--- src/rtl/dmem_port_arbiter.sv ---
// Shared data-memory port: arbitrates CPU and loader requests, registers the winning
// command, drives the memory for one cycle and returns read data to its owner.
module dmem_port_arbiter #(
   parameter int ADDRESS_WIDTH = 32,
   parameter int DATA_WIDTH    = 32,
   parameter int STARVE_LIMIT  = 4
) (
   input  logic                     clk,
   input  logic                     rst_n,
   input  logic                     cpu_req,
   input  logic                     cpu_we,
   input  logic [ADDRESS_WIDTH-1:0] cpu_addr,
   input  logic [DATA_WIDTH-1:0]    cpu_wdata,
   output logic                     cpu_gnt,
   output logic                     cpu_stall,
   output logic [DATA_WIDTH-1:0]    cpu_rdata,
   output logic                     cpu_rvalid,
   input  logic                     ld_req,
   input  logic                     ld_we,
   input  logic [ADDRESS_WIDTH-1:0] ld_addr,
   input  logic [DATA_WIDTH-1:0]    ld_wdata,
   output logic                     ld_gnt,
   output logic [DATA_WIDTH-1:0]    ld_rdata,
   output logic                     ld_rvalid,
   output logic [ADDRESS_WIDTH-1:0] mem_addr,
   output logic [DATA_WIDTH-1:0]    mem_wdata,
   output logic                     mem_we,
   input  logic [DATA_WIDTH-1:0]    mem_rdata
);

   localparam logic [3:0] LIMIT     = 4'(STARVE_LIMIT);
   localparam logic       OWNER_CPU = 1'b0;
   localparam logic       OWNER_LD  = 1'b1;

   logic [3:0]               starve_cnt;
   logic                     cmd_valid;
   logic                     cmd_owner;
   logic                     cmd_we;
   logic [ADDRESS_WIDTH-1:0] cmd_addr;
   logic [DATA_WIDTH-1:0]    cmd_wdata;
   logic                     read_done;

   // Grants are held low during reset so nothing is accepted before the first edge after release.
   assign ld_gnt    = rst_n & ld_req & (~cpu_req | (starve_cnt == LIMIT));
   assign cpu_gnt   = rst_n & cpu_req & ~ld_gnt;
   assign cpu_stall = cpu_req & ~cpu_gnt;

   // NOTE: sequential state uses non-blocking assignments so every register samples pre-edge values.
   always_ff @(posedge clk or negedge rst_n) begin
      if (!rst_n) begin
         starve_cnt <= '0;
      end else if (!ld_req || ld_gnt) begin
         starve_cnt <= '0;
      end else if (starve_cnt != LIMIT) begin
         starve_cnt <= starve_cnt + 4'd1;
      end
   end

   always_ff @(posedge clk or negedge rst_n) begin
      if (!rst_n) begin
         cmd_valid <= 1'b0;
         cmd_owner <= OWNER_CPU;
         cmd_we    <= 1'b0;
         cmd_addr  <= '0;
         cmd_wdata <= '0;
      end else begin
         cmd_valid <= cpu_gnt | ld_gnt;
         if (ld_gnt) begin
            cmd_owner <= OWNER_LD;
            cmd_we    <= ld_we;
            cmd_addr  <= ld_addr;
            cmd_wdata <= ld_wdata;
         end else if (cpu_gnt) begin
            cmd_owner <= OWNER_CPU;
            cmd_we    <= cpu_we;
            cmd_addr  <= cpu_addr;
            cmd_wdata <= cpu_wdata;
         end
      end
   end

   // A write pending in the command register is dropped by reset because cmd_valid clears asynchronously.
   assign mem_addr  = cmd_addr;
   assign mem_wdata = cmd_wdata;
   assign mem_we    = cmd_valid & cmd_we;
   assign read_done = cmd_valid & ~cmd_we;

   always_ff @(posedge clk or negedge rst_n) begin
      if (!rst_n) begin
         cpu_rvalid <= 1'b0;
         ld_rvalid  <= 1'b0;
         cpu_rdata  <= '0;
         ld_rdata   <= '0;
      end else begin
         cpu_rvalid <= read_done & (cmd_owner == OWNER_CPU);
         ld_rvalid  <= read_done & (cmd_owner == OWNER_LD);
         if (read_done && cmd_owner == OWNER_CPU) begin
            cpu_rdata <= mem_rdata;
         end
         if (read_done && cmd_owner == OWNER_LD) begin
            ld_rdata <= mem_rdata;
         end
      end
   end

endmodule

--- config.mk ---
export PLATFORM = sky130hd
export DESIGN_NAME = dmem_port_arbiter
export DESIGN_NICKNAME = d
export VERILOG_FILES = /design/src/rtl/dmem_port_arbiter.sv
export SDC_FILE = /design/constraint.sdc
export NUM_CORES = 1
export LEC_CHECK = 0
export CAP_MARGIN = 0
export CELL_PAD_IN_SITES_DETAIL_PLACEMENT = 0
export CELL_PAD_IN_SITES_GLOBAL_PLACEMENT = 1
export CORE_MARGIN = 4
export CORE_UTILIZATION = 31
export DETAILED_ROUTE_END_ITERATION = 16
export HOLD_SLACK_MARGIN = 0.03
export MAX_ROUTING_LAYER = met4
export PLACE_DENSITY = 0.8
export SLEW_MARGIN = 30
export SYNTH_ARGS = -nofsm -noshare
export SYNTH_HDL_FRONTEND = slang
export SYNTH_SLANG_ARGS = --single-unit
--- constraint.sdc ---
create_clock -name clk -period 2.5 [get_ports clk]
set_clock_uncertainty 0.2 [all_clocks]
set_input_delay 0.5 -clock clk [delete_from_list [all_inputs] [get_ports clk]]
set_output_delay 0.5 -clock clk [all_outputs]
set_load 0.03 [all_outputs]
==> flow_summary.json <==
{
  "finalSetupViolations": 0,
  "synth_compound_area_share_pct": 24.0,
  "antenna_found_initial": 1,
  "hpwl_um": 13800,
  "synthDistinctLibCells": 29,
  "end_kind": "primary output",
  "clock_path_buffers": 2,
  "crit_type": "flop to primary output",
  "wl_per_cell_um": 20.3,
  "fp.dieW_um": 147,
  "required_ps": 1800,
  "grt_max_degree": 75,
  "tightestPinTransition_ps": 592,
  "avgSynthCellArea_um2": 14.5,
  "antenna_left": 0,
  "finalHoldViolations": 0,
  "ys_ff_latch": 137,
  "layoutNonFillerInstCount": 976,
  "cts_root_buf": "clkbuf_16",
  "max_clock_freq_ghz": 0.414,
  "crit_path_start": "starve_cnt[1]",
  "dieArea_um2": 21600,
  "grt_pass1_vias": 5551,
  "cts-htree-levels": 4,
  "yosysWarningCount": 0,
  "drt_iter0_markers": 247,
  "synth_nets": 582,
  "syn_inst": 414,
  "rsz0062_at_grt": "no",
  "nFillCells": 1550,
  "portBuffers": 299,
  "grt_pass1_wl_um": 30600,
  "p_leak_nw": 3.96,
  "cts_buffers": 17,
  "synth_top_family_by_area": "compound AO/OA/AOI/OAI gates",
  "track_usage_pct": 18.3,
  "hold_class": "input port to asynchronous set/reset pin",
  "slew_violations": 0,
  "relSlewSlack_pct": 60.5,
  "vias_per_cell": 5.20,
  "synth_top_area_cell": "dfrtp_1",
  "synth-xor-area-share_pct": 0.146,
  "synth-edff-count": 0,
  "clock-sinks": 137,
  "rows": 50,
  "drt-pass1-iter-count": 6,
  "synthesis.area_um2": 5990,
  "area_delta_synth_final_pct": 65.2,
  "yosysMostFrequentCell": "dfrtp_1",
  "cts.clk_slew.worst_paths_ps": 60,
  "pin_count": 300,
  "tritoncts": "done",
  "post-route-util_pct": 52.5,
  "async_flop_share_pct": 100,
  "synth_top_area_share_pct": 57.3,
  "period_needed_ps": 2420,
  "drc": 0,
  "vias": 5072,
  "start_util_pct": 31.8,
  "gp_congestion": 0.791,
  "ys_top_cells_by_count": "137 x dfrtp_1, 65 x a221o_1, 65 x o2111a_1, 64 x mux2_2, 25 x buf_2",
  "synthAdderAreaFrac_pct": 0.418,
  "synth_ff_type": "dfrtp_1",
  "cp_max_fo": 2,
  "status": "finished, final reports clean",
  "core_um2": 18800,
  "maxCapViolations": 0,
  "crit_arrival_ps": 1720,
  "post-route-period-util_pct": 96.7,
  "synth_simple_gate_area_share_pct": 1.53,
  "overflow": 0,
  "die_h_um": 147,
  "seq_area_frac_synth_pct": 57.3,
  "drive_gt1_share_pct": 18.2,
  "cp-start-kind": "flop",
  "final_nets": 870,
  "power_density_nw_per_um2": 895,
  "drt-total-wl_um": 19800,
  "synthTopCellsByArea": "dfrtp_1 57%, o2111a_1 12%, mux2_2 12%",
  "muxShareOfSynthArea_pct": 12.2,
  "tns_ps": 0,
  "reg2reg_from": "starve_cnt[1]",
  "clock_latency_ps": 410,
  "ir_worst_vdd_mv": 0.429,
  "place_inst": 938
}
[through the flow]
step	setup WS, ps	area, µm²	hold slack, ps	total power [mW]
final	82.1	9890	59.9	8.85
after global routing	1.23	9890	91.3	9.23
after CTS	33.5	9870	54.3	8.95
after detailed placement	44.4	9240	150	6.38
after global placement	33.1	9240	149	6.31
after floorplan	25.6	5990	4.41	4.74
[worst paths after layout]
kind / end / cells past startpoint / slack [ps]
max: cpu_gnt / 6 / 80
max in group asynchronous: mem_addr[6] / 3 / 890
min: mem_wdata[19] / 2 / 60
max reg2reg: mem_addr[10] / 7 / 390
min in group clk: starve_cnt[3] / 2 / 170
min reg2reg: cpu_rdata[17] / 1 / 300
[critical path: stages, from the launching register on]
cell      delay (ps)
dfrtp_1          400
inv_2             90
ha_4             130
nand3b_1         100
or2_4            260
and3_1           180
buf_4            160
[metal layers]
metal | GRT usage, % | vias to the layer above | share of wire (%)
met5 | - | - | 0
met2 | 28.2 | 256 | 46
li1 | - | 2286 | -
met3 | 5.89 | 34 | 8.6
met4 | 6.24 | 0 | 2.1
met1 | 22.9 | 2496 | 43
[final cells by class]
type / instances / area [µm²] / area share [%]
clock inverters: 14 / 149 / 1.51
well taps: 260 / 325 / 3.29
multi-input cells: 221 / 2340 / 23.6
repair buffers: 320 / 3190 / 32.3
flip-flops and latches: 137 / 3430 / 34.7
inverters: 5 / 18.8 / 0.190
clock buffers: 18 / 439 / 4.44
diodes: 1 / 2.50 / 0.0253
[flip-flops by register name, summed over array words and instances, names as in the netlist]
register    cells
starve_cnt      4
ld_rdata       32
cmd_owner       1
cpu_rdata      32
cmd_we          1
cpu_rvalid      1
ld_rvalid       1
mem_addr       32
mem_wdata      32
cmd_valid       1
[power by group]
group | total, mW | switching, mW | internal (mW)
Combinational | 3.29 | 1.74 | 1.56
Clock | 2.52 | 1.08 | 1.44
Sequential | 3.04 | 0.298 | 2.74
Total | 8.85 | 3.11 | 5.74
[cells by family after synthesis]
| kind of cell | count (synthesis) |
|---|---|
| xor gates and xnor gates | 1 |
| and+or+nand+nor | 15 |
| DFF | 137 |
| muxes | 65 |
| AOI/OAI and AO/OA | 138 |
| adders and majority gates | 2 |
| buffers and inverters | 56 |
[timing repair]
action                     in CTS  in global routing
hold endpoints to repair       31                  0
setup endpoints to repair       2                  3
resized for setup               4                  2
hold buffers                    1                  0
buffers inserted                3                  1
gates cloned                    0                  0
[cells in the final DEF, fill, tap and decap left out]
cell,n
a211oi_1,2
a21boi_2,1
a21o_1,1
a21oi_1,2
a21oi_4,1
a221o_1,65
and2_1,1
and3_1,1
buf_12,4
buf_2,1
buf_4,19
buf_6,1
bufinv_16,1
clkbuf_16,17
clkbuf_8,1
clkdlybuf4s50_1,294
clkinv_4,2
clkinvlp_4,2
dfrtp_1,137
diode_2,1
dlygate4sd3_1,1
ha_1,1
ha_4,1
inv_1,2
inv_2,3
inv_6,6
inv_8,3
mux2_2,64
mux2i_1,1
nand2_1,2
nand2b_1,1
nand3_1,3
nand3b_1,2
nor2_1,1
nor3b_4,1
o2111a_1,65
o21ai_4,1
or2_4,1
or3_1,2
xnor2_1,1
(Power assumes the default switching activity.)
